$ cat config.mk
export PLATFORM = sky130hd
export DESIGN_NAME = ysyx_23060072_mem_arbiter
export DESIGN_NICKNAME = d
export VERILOG_FILES = /design/src/rtl/ysyx_23060072_mem_arbiter.sv
export SDC_FILE = /design/constraint.sdc
export NUM_CORES = 1
export LEC_CHECK = 0
export CAP_MARGIN = 20
export CORE_AREA = 2 2 99 120
export DETAILED_ROUTE_END_ITERATION = 6
export DIE_AREA = 0 0 101 122
export MAX_ROUTING_LAYER = met4
export PLACE_DENSITY = 0.79
export SETUP_SLACK_MARGIN = 0.1
export SYNTH_ARGS = -nofsm -noshare
export SYNTH_HDL_FRONTEND = slang
export SYNTH_SLANG_ARGS = --single-unit
$ cat constraint.sdc
create_clock -name clk -period 2.65 [get_ports clk]
set_clock_uncertainty 0.2 [all_clocks]
set_input_delay 0.53 -clock clk [delete_from_list [all_inputs] [get_ports clk]]
set_output_delay 0.53 -clock clk [all_outputs]
set_load 0.03 [all_outputs]
$ cat src/rtl/ysyx_23060072_mem_arbiter.sv
// ysyx_23060072_mem_arbiter
// Shares one memory port between instruction fetch (IF) and load/store (LSU).
// One transaction in flight at most: IDLE -> REQ -> WAIT -> IDLE.
// Fetch responses invalidated by flush_i are completed on the bus but not
// returned to IF.
// Optional feature: define YSYX_23060072_ARB_RR_EN for round-robin
// arbitration. Without it, LSU has fixed priority over IF.
module ysyx_23060072_mem_arbiter #(
  parameter int ADDR_W = 32,
  parameter int DATA_W = 32
) (
  input  logic                clk,
  input  logic                rst_n,
  input  logic                flush_i,
  input  logic                if_req_i,
  input  logic [ADDR_W-1:0]   if_addr_i,
  output logic                if_gnt_o,
  output logic                if_rvalid_o,
  output logic [DATA_W-1:0]   if_rdata_o,
  input  logic                lsu_req_i,
  input  logic                lsu_we_i,
  input  logic [DATA_W/8-1:0] lsu_wmask_i,
  input  logic [ADDR_W-1:0]   lsu_addr_i,
  input  logic [DATA_W-1:0]   lsu_wdata_i,
  output logic                lsu_gnt_o,
  output logic                lsu_rvalid_o,
  output logic [DATA_W-1:0]   lsu_rdata_o,
  output logic                mem_req_o,
  output logic                mem_we_o,
  output logic [DATA_W/8-1:0] mem_wmask_o,
  output logic [ADDR_W-1:0]   mem_addr_o,
  output logic [DATA_W-1:0]   mem_wdata_o,
  input  logic                mem_gnt_i,
  input  logic                mem_rvalid_i,
  input  logic [DATA_W-1:0]   mem_rdata_i
);

  typedef enum logic [1:0] {
    S_IDLE = 2'd0,
    S_REQ  = 2'd1,
    S_WAIT = 2'd2
  } state_e;

  state_e                state_q, state_d;
  logic                  owner_lsu_q, owner_lsu_d;   // 1 = LSU owns the transaction
  logic                  drop_q, drop_d;             // fetch response must be discarded
  logic                  mem_we_q, mem_we_d;
  logic [DATA_W/8-1:0]   mem_wmask_q, mem_wmask_d;
  logic [ADDR_W-1:0]     mem_addr_q, mem_addr_d;
  logic [DATA_W-1:0]     mem_wdata_q, mem_wdata_d;

  logic                  if_eff_s;                   // fetch request surviving flush
  logic                  pick_if_s;
  logic                  pick_lsu_s;
  logic                  rsp_s;                      // accepted memory response this cycle

  assign if_eff_s = if_req_i & ~flush_i;

`ifdef YSYX_23060072_ARB_RR_EN
  logic last_lsu_q, last_lsu_d;                      // 1 = LSU was served last

  // Winner selection: on contention, the requester not served last wins
  always_comb begin
    pick_if_s  = 1'b0;
    pick_lsu_s = 1'b0;
    if (state_q == S_IDLE) begin
      if (lsu_req_i && if_eff_s) begin
        pick_if_s  = last_lsu_q;
        pick_lsu_s = ~last_lsu_q;
      end else begin
        pick_if_s  = if_eff_s;
        pick_lsu_s = lsu_req_i;
      end
    end else begin
      pick_if_s  = 1'b0;
      pick_lsu_s = 1'b0;
    end
  end

  // Pointer next value: follows every grant
  always_comb begin
    last_lsu_d = last_lsu_q;
    if (pick_lsu_s) begin
      last_lsu_d = 1'b1;
    end else if (pick_if_s) begin
      last_lsu_d = 1'b0;
    end else begin
      last_lsu_d = last_lsu_q;
    end
  end

  // Pointer register; reset means "IF served last" so LSU wins first contention
  always_ff @(posedge clk or negedge rst_n) begin
    if (!rst_n) begin
      last_lsu_q <= 1'b0;
    end else begin
      last_lsu_q <= last_lsu_d;
    end
  end
`else
  // Winner selection: fixed LSU-over-IF priority
  always_comb begin
    pick_if_s  = 1'b0;
    pick_lsu_s = 1'b0;
    if (state_q == S_IDLE) begin
      pick_lsu_s = lsu_req_i;
      pick_if_s  = if_eff_s & ~lsu_req_i;
    end else begin
      pick_if_s  = 1'b0;
      pick_lsu_s = 1'b0;
    end
  end
`endif

  // Next-state logic: accept in IDLE, hand off on grant, retire on response
  always_comb begin
    state_d     = state_q;
    owner_lsu_d = owner_lsu_q;
    drop_d      = drop_q;
    mem_we_d    = mem_we_q;
    mem_wmask_d = mem_wmask_q;
    mem_addr_d  = mem_addr_q;
    mem_wdata_d = mem_wdata_q;
    case (state_q)
      S_IDLE: begin
        drop_d = 1'b0;
        if (pick_lsu_s) begin
          state_d     = S_REQ;
          owner_lsu_d = 1'b1;
          mem_we_d    = lsu_we_i;
          mem_wmask_d = lsu_wmask_i;
          mem_addr_d  = lsu_addr_i;
          mem_wdata_d = lsu_wdata_i;
        end else if (pick_if_s) begin
          state_d     = S_REQ;
          owner_lsu_d = 1'b0;
          mem_we_d    = 1'b0;
          mem_wmask_d = {(DATA_W/8){1'b0}};
          mem_addr_d  = if_addr_i;
          mem_wdata_d = {DATA_W{1'b0}};
        end else begin
          state_d = S_IDLE;
        end
      end
      S_REQ: begin
        if (flush_i && !owner_lsu_q) begin
          drop_d = 1'b1;
        end else begin
          drop_d = drop_q;
        end
        // A response in the grant cycle is ignored: only WAIT looks at rvalid.
        if (mem_gnt_i) begin
          state_d = S_WAIT;
        end else begin
          state_d = S_REQ;
        end
      end
      S_WAIT: begin
        if (mem_rvalid_i) begin
          state_d = S_IDLE;
          drop_d  = 1'b0;
        end else if (flush_i && !owner_lsu_q) begin
          drop_d = 1'b1;
        end else begin
          drop_d = drop_q;
        end
      end
      default: begin
        state_d = S_IDLE;
        drop_d  = 1'b0;
      end
    endcase
  end

  // State and request-field registers
  always_ff @(posedge clk or negedge rst_n) begin
    if (!rst_n) begin
      state_q     <= S_IDLE;
      owner_lsu_q <= 1'b0;
      drop_q      <= 1'b0;
      mem_we_q    <= 1'b0;
      mem_wmask_q <= {(DATA_W/8){1'b0}};
      mem_addr_q  <= {ADDR_W{1'b0}};
      mem_wdata_q <= {DATA_W{1'b0}};
    end else begin
      state_q     <= state_d;
      owner_lsu_q <= owner_lsu_d;
      drop_q      <= drop_d;
      mem_we_q    <= mem_we_d;
      mem_wmask_q <= mem_wmask_d;
      mem_addr_q  <= mem_addr_d;
      mem_wdata_q <= mem_wdata_d;
    end
  end

  // A flush arriving in the response cycle itself also kills the fetch data.
  assign rsp_s        = (state_q == S_WAIT) & mem_rvalid_i;
  assign if_gnt_o     = pick_if_s;
  assign lsu_gnt_o    = pick_lsu_s;
  assign lsu_rvalid_o = rsp_s & owner_lsu_q;
  assign if_rvalid_o  = rsp_s & ~owner_lsu_q & ~drop_q & ~flush_i;
  assign if_rdata_o   = if_rvalid_o  ? mem_rdata_i : {DATA_W{1'b0}};
  assign lsu_rdata_o  = lsu_rvalid_o ? mem_rdata_i : {DATA_W{1'b0}};

  assign mem_req_o    = (state_q == S_REQ);
  assign mem_we_o     = mem_we_q;
  assign mem_wmask_o  = mem_wmask_q;
  assign mem_addr_o   = mem_addr_q;
  assign mem_wdata_o  = mem_wdata_q;

endmodule

==> flow_summary.json, run 1 <==
{
  "cts-root-buf": "clkbuf_16",
  "synth_top_family_by_area": "simple AND/OR/NAND/NOR gates",
  "synthArstFlopShare_pct": 100,
  "cts_max_path_buffers": 2,
  "finalHoldViolations": 0,
  "ios": 278,
  "p_switching_mw": 2.91,
  "status": "complete, no violations",
  "yosysMostFrequentCell": "nand2_1",
  "drtPass1Iterations": 4,
  "min_period_ns": 2.58,
  "synth.distinct_cells": 23,
  "final_core_util_pct": 62.9,
  "synth_seq_cells": 73,
  "syn-num-nets": 506,
  "dpl.hpwl_um": 9570,
  "setup_viol": 0,
  "ant_nets": 0,
  "ys_seq_area_share_pct": 49.4,
  "power_density_nw_per_um2": 1000,
  "grt_max_degree": 50,
  "slew_viol_final": 0,
  "period_share_pct": 97.4,
  "synthCells": 363,
  "overflow": 0,
  "cts_tree": "yes",
  "io_buffers": 277,
  "r2r_slack_ns": 0.49,
  "start_util_pct": 32.8,
  "dieArea_um2": 12300,
  "gp_congestion": 0.904,
  "drive_above_1_share_pct": 24.7,
  "synth_common_cells": "nand2_1 (77), dfrtp_1 (73), and2_1 (64)",
  "die_h_um": 122,
  "drtIter0Drc": 134,
  "grt_first_pass_wirelength_um": 18500,
  "routedWlPerCell_um": 16.5,
  "synthesis.area_um2": 3700,
  "slowest_delay_ns": 0.40,
  "clockPowerShare_pct": 18.1,
  "nNetsFinal": 785,
  "setup_tns_ns": 0,
  "cp-start-kind": "flip-flop",
  "cp_max_fo": 8,
  "synth_largest_area_cell": "dfrtp_1",
  "drc": 0,
  "grt_use_total_pct": 20.2,
  "slew_headroom_pct": 53.2,
  "leakage_nw": 3.24,
  "rsz0062_at_grt": "true",
  "hp-class": "input port to async pin",
  "ir_drop_uv": 787,
  "core_area_um2": 11300,
  "viasPerCell": 4.77,
  "num_rows": 43,
  "clkLatencyLatePin_ns": 0.32,
  "power.share.combinational_pct": 54.8,
  "arrival_ns": 1.85,
  "p_sw_share_pct": 40.7,
  "fp.dieW_um": 101,
  "seq_power_share_pct": 27.1,
  "synth_compound_area_share_pct": 1.22,
  "yosysTopAreaCellShare_pct": 49.4,
  "synth_simple_gate_area_share_pct": 25.0,
  "synth_adder_area_share_pct": 1.01,
  "antenna_found_initial": 2,
  "yosysWarnings": 0,
  "numCtsBuffers": 9,
  "cap_violations": 0,
  "cts_hold_repair.buffers": 0,
  "critical_path_required_ns": 1.92,
  "synthMuxAreaShare_pct": 19.5,
  "grt_pass1_vias": 3686,
  "p_int_mw": 4.23,
  "worst_pin_slew_ns": 0.702,
  "synthFlopType": "dfrtp_1",
  "synth_xor_area_share_pct": 0,
  "clk_pin_slew_ns": 0.06,
  "endpoint_kind": "output pin",
  "synth_edf_count": 0,
  "wl_um": 13000,
  "critPathSlowestCell": "dfrtp_1",
  "cts.htree.levels": 3,
  "clkSinkCount": 73,
  "vias": 3737,
  "fmaxAchievable_ghz": 0.387,
  "synth_area_leaders": "dfrtp_1 (49%), and2_1 (11%), mux2_2 (10%), mux2_1 (9.4%), nand2_1 (7.8%)",
  "path_cells": "inv_2, ha_4, nand2_4, nor4_4, buf_4, buf_6, and2_4, buf_6",
  "avgSynthCellArea_um2": 10.2,
  "worst_path_most_repeated_cell": "buf_6",
  "fillers": 936,
  "critical_path_class": "flip-flop to output pin",
  "area_growth_pct": 92.0
}
-- metal layers --
metal	global-route usage [%]	vias up	part of all wire, %
met4	11.1	0	3.9
met5	-	-	0
met3	4.59	34	7.8
met2	37.6	198	56
met1	18.9	1751	32
li1	-	1754	-
-- worst paths after layout --
kind / startpoint / end / cells past startpoint
max: state_q[0]$_DFFE_PN0P_ / if_rdata_o[5] / 8
min: rst_n / mem_wdata_o[31]$_DFFE_PN0P_ / 1
max reg2reg: state_q[0]$_DFFE_PN0P_ / mem_addr_o[5]$_DFFE_PN0P_ / 7
min reg2reg: mem_addr_o[5]$_DFFE_PN0P_ / mem_addr_o[5]$_DFFE_PN0P_ / 1
max in group asynchronous: rst_n / mem_addr_o[17]$_DFFE_PN0P_ / 2
min in group clk: mem_addr_o[5]$_DFFE_PN0P_ / mem_addr_o[5]$_DFFE_PN0P_ / 1
-- flip-flops by register name (all words and copies together), names as in the netlist --
register     cells
drop_q           1
mem_addr_o      32
mem_wdata_o     32
mem_we_o         1
mem_wmask_o      4
owner_lsu_q      1
state_q          2
-- cell type report --
cell class              count  area (µm²)  share of cell area (%)
repair buffers            292        2960                    41.6
flip-flops and latches     73        1830                    25.7
multi-input cells         260        1810                    25.4
clock buffers               9         225                    3.17
well taps                 135         169                    2.38
clock inverters             7        95.1                    1.34
inverters                   6        22.5                   0.317
diodes                      2        5.00                  0.0704
-- critical path, delay by kind of cell (launching register included) --
family                   cells  cell delay (ns)
AND/OR/NAND/NOR              3             0.43
buffers and inverters        4             0.54
flip-flops                   1             0.40
adder cells (fa/ha/maj)      1             0.15
-- placed cells by master (no fill, tap or decap), drive strengths merged --
cell,n
a21oi,2
a22oi,1
and2,64
buf,83
bufinv,2
clkbuf,10
clkdlybuf4s50,205
clkinv,4
clkinvlp,1
dfrtp,73
diode,2
dlygate4sd2,2
dlymetal6s2s,1
ha,3
inv,6
mux2,64
nand2,78
nand3,37
nand4bb,1
nor2,2
nor2b,2
nor4,1
o21a,1
o21ai,4
-- through the flow --
stage	hold slack (ns)	setup slack, ns	area, µm²	instances	total power, mW
after floorplan	0.0344	0.167	3700	363	4.13
after global placement	0.273	0.0426	6530	760	5.73
after detailed placement	0.279	0.00904	6530	760	5.84
after CTS	0.0600	0.0822	6900	778	7.18
final	0.0440	0.0693	7110	784	7.14
after global routing	0.0935	-0.0211	7110	784	7.52
-- logic make-up after synthesis --
| kind of cell | after synthesis |
|---|---|
| buffers and inverters | 30 |
| adder cells (fa/ha/maj) | 3 |
| flip-flops | 73 |
| multiplexers | 64 |
| AO/OA/AOI/OAI | 8 |
| AND/OR/NAND/NOR | 185 |
-- power groups by stage --
stage               logic, mW  clock network, mW  registers [mW]
floorplan                1.19                  0            2.94
detailed placement       3.89                  0            1.95
global placement         3.82                  0            1.91
global route             4.14               1.38            2.00
CTS                      3.91               1.33            1.94
finish                   3.91               1.29            1.94
-- timing repair --
action	CTS	global route
gates cloned	1	1
resized for setup	7	52
pin swaps	0	7
setup endpoints to repair	33	34
buffers inserted	1	3
No activity file was read; power rests on OpenSTA's default activity.
==> run 2, diff against run 1 <==
CORE_AREA = 2 2 106 108   (was 2 2 99 120)
CTS_CLUSTER_SIZE = 12   (was not set)
DIE_AREA = 0 0 108 110   (was 0 0 101 122)
PLACE_DENSITY = 0.82   (was 0.79)
clock period = 3 ns   (was 2.65 ns; I/O delays follow)
==> run 2 against run 1 <==
  * Via count fell by 2.8%
  * Clock power fell by 48%
  * Register-to-register slack improved by 0.33 ns
  * First-iteration DRC count rose by 57%
  * Critical path depth fell by 3
  * Non-clock buffer count fell by 7
  * Worst hold slack improved by 0.078 ns
  * Cell area fell by 6.2%
  * Cell count fell by 0.51%
  * Clock-buffer cell count rose by 1
  * Worst setup slack improved by 0.15 ns
  * Sequential power fell by 12%
==> flow_summary.json, run 2 (synthesis results as in run 1) <==
{
  "power_density_nw_per_um2": 870,
  "arrival_ns": 1.98,
  "io_buffers": 277,
  "cts_resized": 0,
  "hp-class": "input port to async pin",
  "dpl.hpwl_um": 9650,
  "core_area_um2": 10700,
  "grt_max_degree": 43,
  "overflow": 0,
  "cp_max_fo": 33,
  "drive_above_1_share_pct": 20.2,
  "dieArea_um2": 11900,
  "place_ws_ns": 0.205,
  "crit_end": "if_rdata_o[30]",
  "r2r_cells": 6,
  "finalHoldViolations": 0,
  "grt_use_total_pct": 20.8,
  "r2r_start": "state_q[0]$_DFFE_PN0P_",
  "leakage_nw": 3.06,
  "r2r_end": "mem_addr_o[5]$_DFFE_PN0P_",
  "start_util_pct": 34.6,
  "cts_setup_buffers": 0,
  "die_h_um": 110,
  "cap_violations": 0,
  "cts_hold_repair.buffers": 0,
  "endpoint_kind": "output pin",
  "viasPerCell": 4.66,
  "rsz0062_at_grt": "false",
  "cts-root-buf": "clkbuf_8",
  "gp_congestion": 0.808,
  "startpoint": "flush_i",
  "fillers": 874,
  "cts_max_path_buffers": 2,
  "worst_pin_slew_ns": 0.772,
  "critical_path_class": "input port to output pin",
  "vias": 3632,
  "status": "complete, no violations",
  "fp.dieW_um": 108,
  "grt_first_pass_wirelength_um": 18300,
  "drc": 0,
  "antenna_found_initial": 1,
  "slew_headroom_pct": 48.5,
  "slew_viol_final": 0,
  "drtPass1Iterations": 4,
  "setup_viol": 0,
  "wl_um": 12200,
  "period_share_pct": 92.8,
  "fmaxAchievable_ghz": 0.359,
  "ant_nets": 0,
  "worst_slack_ns": 0.216,
  "layout_common_cells": "clkdlybuf4s50_1 (208), nand2_1 (77), dfrtp_1 (73)",
  "cts_tree": "yes",
  "grt_pass1_vias": 3795,
  "min_period_ns": 2.78,
  "drtIter0Drc": 210,
  "ir_drop_uv": 572,
  "area_growth_pct": 80.1,
  "cp-start-kind": "input port",
  "final_core_util_pct": 62.3,
  "whs_ns": 0.122,
  "routedWlPerCell_um": 15.7,
  "final_area_um2": 6670,
  "nNetsFinal": 778,
  "setup_tns_ns": 0,
  "ios": 278,
  "final_common_cell": "clkdlybuf4s50_1",
  "clkLatencyLatePin_ns": 0.35,
  "num_rows": 38,
  "r2r_slack_ns": 0.82,
  "clkSinkCount": 73,
  "place_area_um2": 6490,
  "critical_path_required_ns": 2.20,
  "cts.htree.levels": 3,
  "numCtsBuffers": 9,
  "clk_pin_slew_ns": 0.07
}
-- run 2: layer usage --
layer / global-route usage (%) / vias to the layer above / wire length [µm]
li1: - / 1736 / -
met2: 39.4 / 176 / 6630
met3: 4.76 / 24 / 964
met4: 9.62 / 0 / 329
met5: - / - / 0
met1: 19.9 / 1696 / 4290
-- run 2: layout make-up --
class	instances	area [µm²]	area share (%)
clock buffer	10	138	2.06
tap	140	175	2.63
multi-input combinational	260	1740	26.1
inverter	6	22.5	0.338
timing repair buffer	285	2730	41.0
clock inverter	5	32.5	0.488
sequential	73	1830	27.4
antenna	1	2.50	0.0375
-- run 2: power by group --
part	internal (mW)	switching, mW	total (mW)
sequential	1.46	0.259	1.71
combinational	1.52	1.89	3.41
clock	0.316	0.361	0.677
total	3.29	2.51	5.80
-- run 2: how the worst min path moves through the flow --
stage	depth (start not counted)	to
after floorplan	0	drop_q$_DFF_PN0_
after detailed placement	2	mem_wdata_o[30]$_DFFE_PN0P_
after global placement	1	mem_addr_o[5]$_DFFE_PN0P_
final	1	mem_addr_o[11]$_DFFE_PN0P_
after CTS	1	mem_addr_o[28]$_DFFE_PN0P_
after global routing	1	mem_addr_o[28]$_DFFE_PN0P_
-- run 2: stage by stage --
step,std cells,power (mW)
after global placement,764,5.07
final,780,5.80
after CTS,779,5.87
after floorplan,363,3.65
after detailed placement,764,5.16
after global routing,780,6.11
-- run 2: critical path, stage by stage --
cell and delay, ns:
clkdlybuf4s50_1 0.51, nor4_4 0.37, buf_12 0.20, and2_1 0.15, buf_4 0.16
==> run 3, diff against run 2 <==
CORE_AREA = 2 2 103 125   (was 2 2 106 108)
DIE_AREA = 0 0 105 127   (was 0 0 108 110)
GPL_TIMING_DRIVEN = 0   (was not set)
PLACE_DENSITY = 0.77   (was 0.82)
clock period = 2.4 ns   (was 3 ns; I/O delays follow)
==> run 3 against run 2 <==
  * Cell count increased by 7.4%
  * The flow now finishes with violations (negative setup slack)
  * First-iteration DRC count decreased by 56%
  * Clock-buffer cell count increased by 2
  * Highest routed layer unchanged
  * Critical endpoint is now if_rdata_o[24]
  * Critical path depth increased by 3
  * Via count increased by 6.7%
==> flow_summary.json, run 3 (synthesis results as in run 1) <==
{
  "place_area_um2": 6700,
  "use_met3_pct": 4.95,
  "antenna_found_initial": 1,
  "ant_nets": 0,
  "drtIter0Drc": 92,
  "slew_headroom_pct": 69.4,
  "slew_viol_final": 0,
  "r2r_slack_ns": 0.20,
  "r2r_cells": 10,
  "grt_use_total_pct": 21.2,
  "leakage_nw": 3.44,
  "instances_no_fill": 838,
  "wl_um": 14300,
  "cts-root-buf": "clkbuf_16",
  "clkLatencyLatePin_ns": 0.32,
  "arrival_ns": 1.79,
  "grt_util_met2_pct": 41.6,
  "clk_pin_slew_ns": 0.06,
  "grt_max_degree": 47,
  "vias": 3875,
  "grt_first_pass_wirelength_um": 21500,
  "r2r_end": "mem_wdata_o[24]$_DFFE_PN0P_",
  "r2r_start": "state_q[0]$_DFFE_PN0P_",
  "period_share_pct": 103,
  "drtPass1Iterations": 4,
  "min_from": "mem_wmask_o[2]$_DFFE_PN0P_",
  "min_path_cells": 2,
  "place_ws_ns": -1.12,
  "min_to": "mem_wmask_o[2]$_DFFE_PN0P_",
  "cap_violations": 0,
  "gp_congestion": 0.834,
  "io_buffers": 277,
  "overflow": 0,
  "routedWlPerCell_um": 17.0,
  "fmaxAchievable_ghz": 0.405,
  "cp_max_fo": 10,
  "viasPerCell": 4.62,
  "power_density_nw_per_um2": 1080,
  "min_period_ns": 2.47,
  "grt_util_met1_pct": 20.1,
  "clkSinkCount": 73,
  "area_growth_pct": 105,
  "critical_path_class": "flip-flop to output pin",
  "num_rows": 44,
  "setup_tns_ns": -2.06,
  "grt_busiest_layer": "met2",
  "whs_ns": 0.303,
  "grt_pass1_vias": 4185,
  "ios": 278,
  "critical_path_required_ns": 1.72,
  "dpl.hpwl_um": 10900,
  "start_util_pct": 30.8,
  "ir_drop_uv": 846,
  "dp_cells": 802,
  "fp.dieW_um": 105,
  "setup_viol": 47,
  "die_h_um": 127,
  "drive_above_1_share_pct": 31.8,
  "layout_common_cells": "clkdlybuf4s50_1 (204), nand2_1 (76), buf_6 (75)",
  "final_area_um2": 7580,
  "rsz0062_at_grt": "true",
  "cts.htree.levels": 3,
  "worst_slack_ns": -0.0691,
  "dieArea_um2": 13300,
  "hp-class": "flip-flop to flip-flop",
  "worst_pin_slew_ns": 0.458,
  "violations": "negative setup slack",
  "endpoint_kind": "output pin",
  "cp-start-kind": "flip-flop",
  "numCtsBuffers": 9,
  "drc": 0,
  "status": "finished with violations",
  "cts_max_path_buffers": 2,
  "nNetsFinal": 814,
  "cts_tree": "yes",
  "final_common_cell": "clkdlybuf4s50_1",
  "core_area_um2": 12000,
  "finalHoldViolations": 0
}
## run 3: critical path, cell delays in order (launching register included)
cell	delay, ns
dfrtp_1	0.41
inv_2	0.11
ha_4	0.16
nand2_4	0.07
nor4_4	0.14
buf_6	0.18
buf_8	0.13
and2_1	0.14
buf_6	0.13
## run 3: worst max path at each step
stage / from / to / slack, ns / cells after the start
2_1_floorplan: state_q[0]$_DFFE_PN0P_ / if_rdata_o[22] / 0.13 / 6
5_1_grt: state_q[0]$_DFFE_PN0P_ / if_rdata_o[24] / -0.13 / 8
4_1_cts: state_q[0]$_DFFE_PN0P_ / if_rdata_o[13] / -0.18 / 8
6_report: state_q[0]$_DFFE_PN0P_ / if_rdata_o[24] / -0.07 / 8
3_3_place_gp: rst_n / mem_addr_o[19]$_DFFE_PN0P_ / -1.90 / 1
3_5_place_dp: flush_i / if_rdata_o[20] / -1.12 / 5
## run 3: per-layer routing
metal	part of all wire, %	vias up	wire length [µm]
met5	0	-	0
met4	2.2	0	314
met3	6.5	27	931
met2	56	182	8040
met1	35	1857	4980
li1	-	1809	-
## run 3: power by group
part / internal, mW / total [mW] / leakage [nW] / switching (mW)
sequential: 1.82 / 2.16 / 0.888 / 0.335
clock: 0.888 / 1.40 / 0.151 / 0.508
combinational: 2.13 / 4.62 / 2.40 / 2.50
## run 3: final cells by class
class | instances | area (µm²)
inverter | 6 | 25.0
tap | 161 | 201
sequential | 73 | 1830
multi-input combinational | 260 | 1930
fill | 924 | 4420
clock inverter | 4 | 50.0
antenna | 1 | 2.50
clock buffer | 12 | 267
buffer | 22 | 181
timing repair buffer | 299 | 3090
## run 3: per-stage QoR
step	power, mW	utilization (%)
global placement	6.37	55.6
CTS	8.14	62.1
finish	8.18	63.1
global route	8.56	63.1
floorplan	4.56	-
detailed placement	6.50	55.8
## run 3: repair_timing
| action | CTS | global route |
|---|---|---|
| hold buffers | 1 | 0 |
| endpoints found under the hold margin | 27 | 0 |
| pin swaps | 19 | 6 |
| cloned | 3 | 0 |
| buffers inserted | 12 | 5 |
| endpoints found under the setup margin | 69 | 68 |
| gates resized for setup | 541 | 40 |
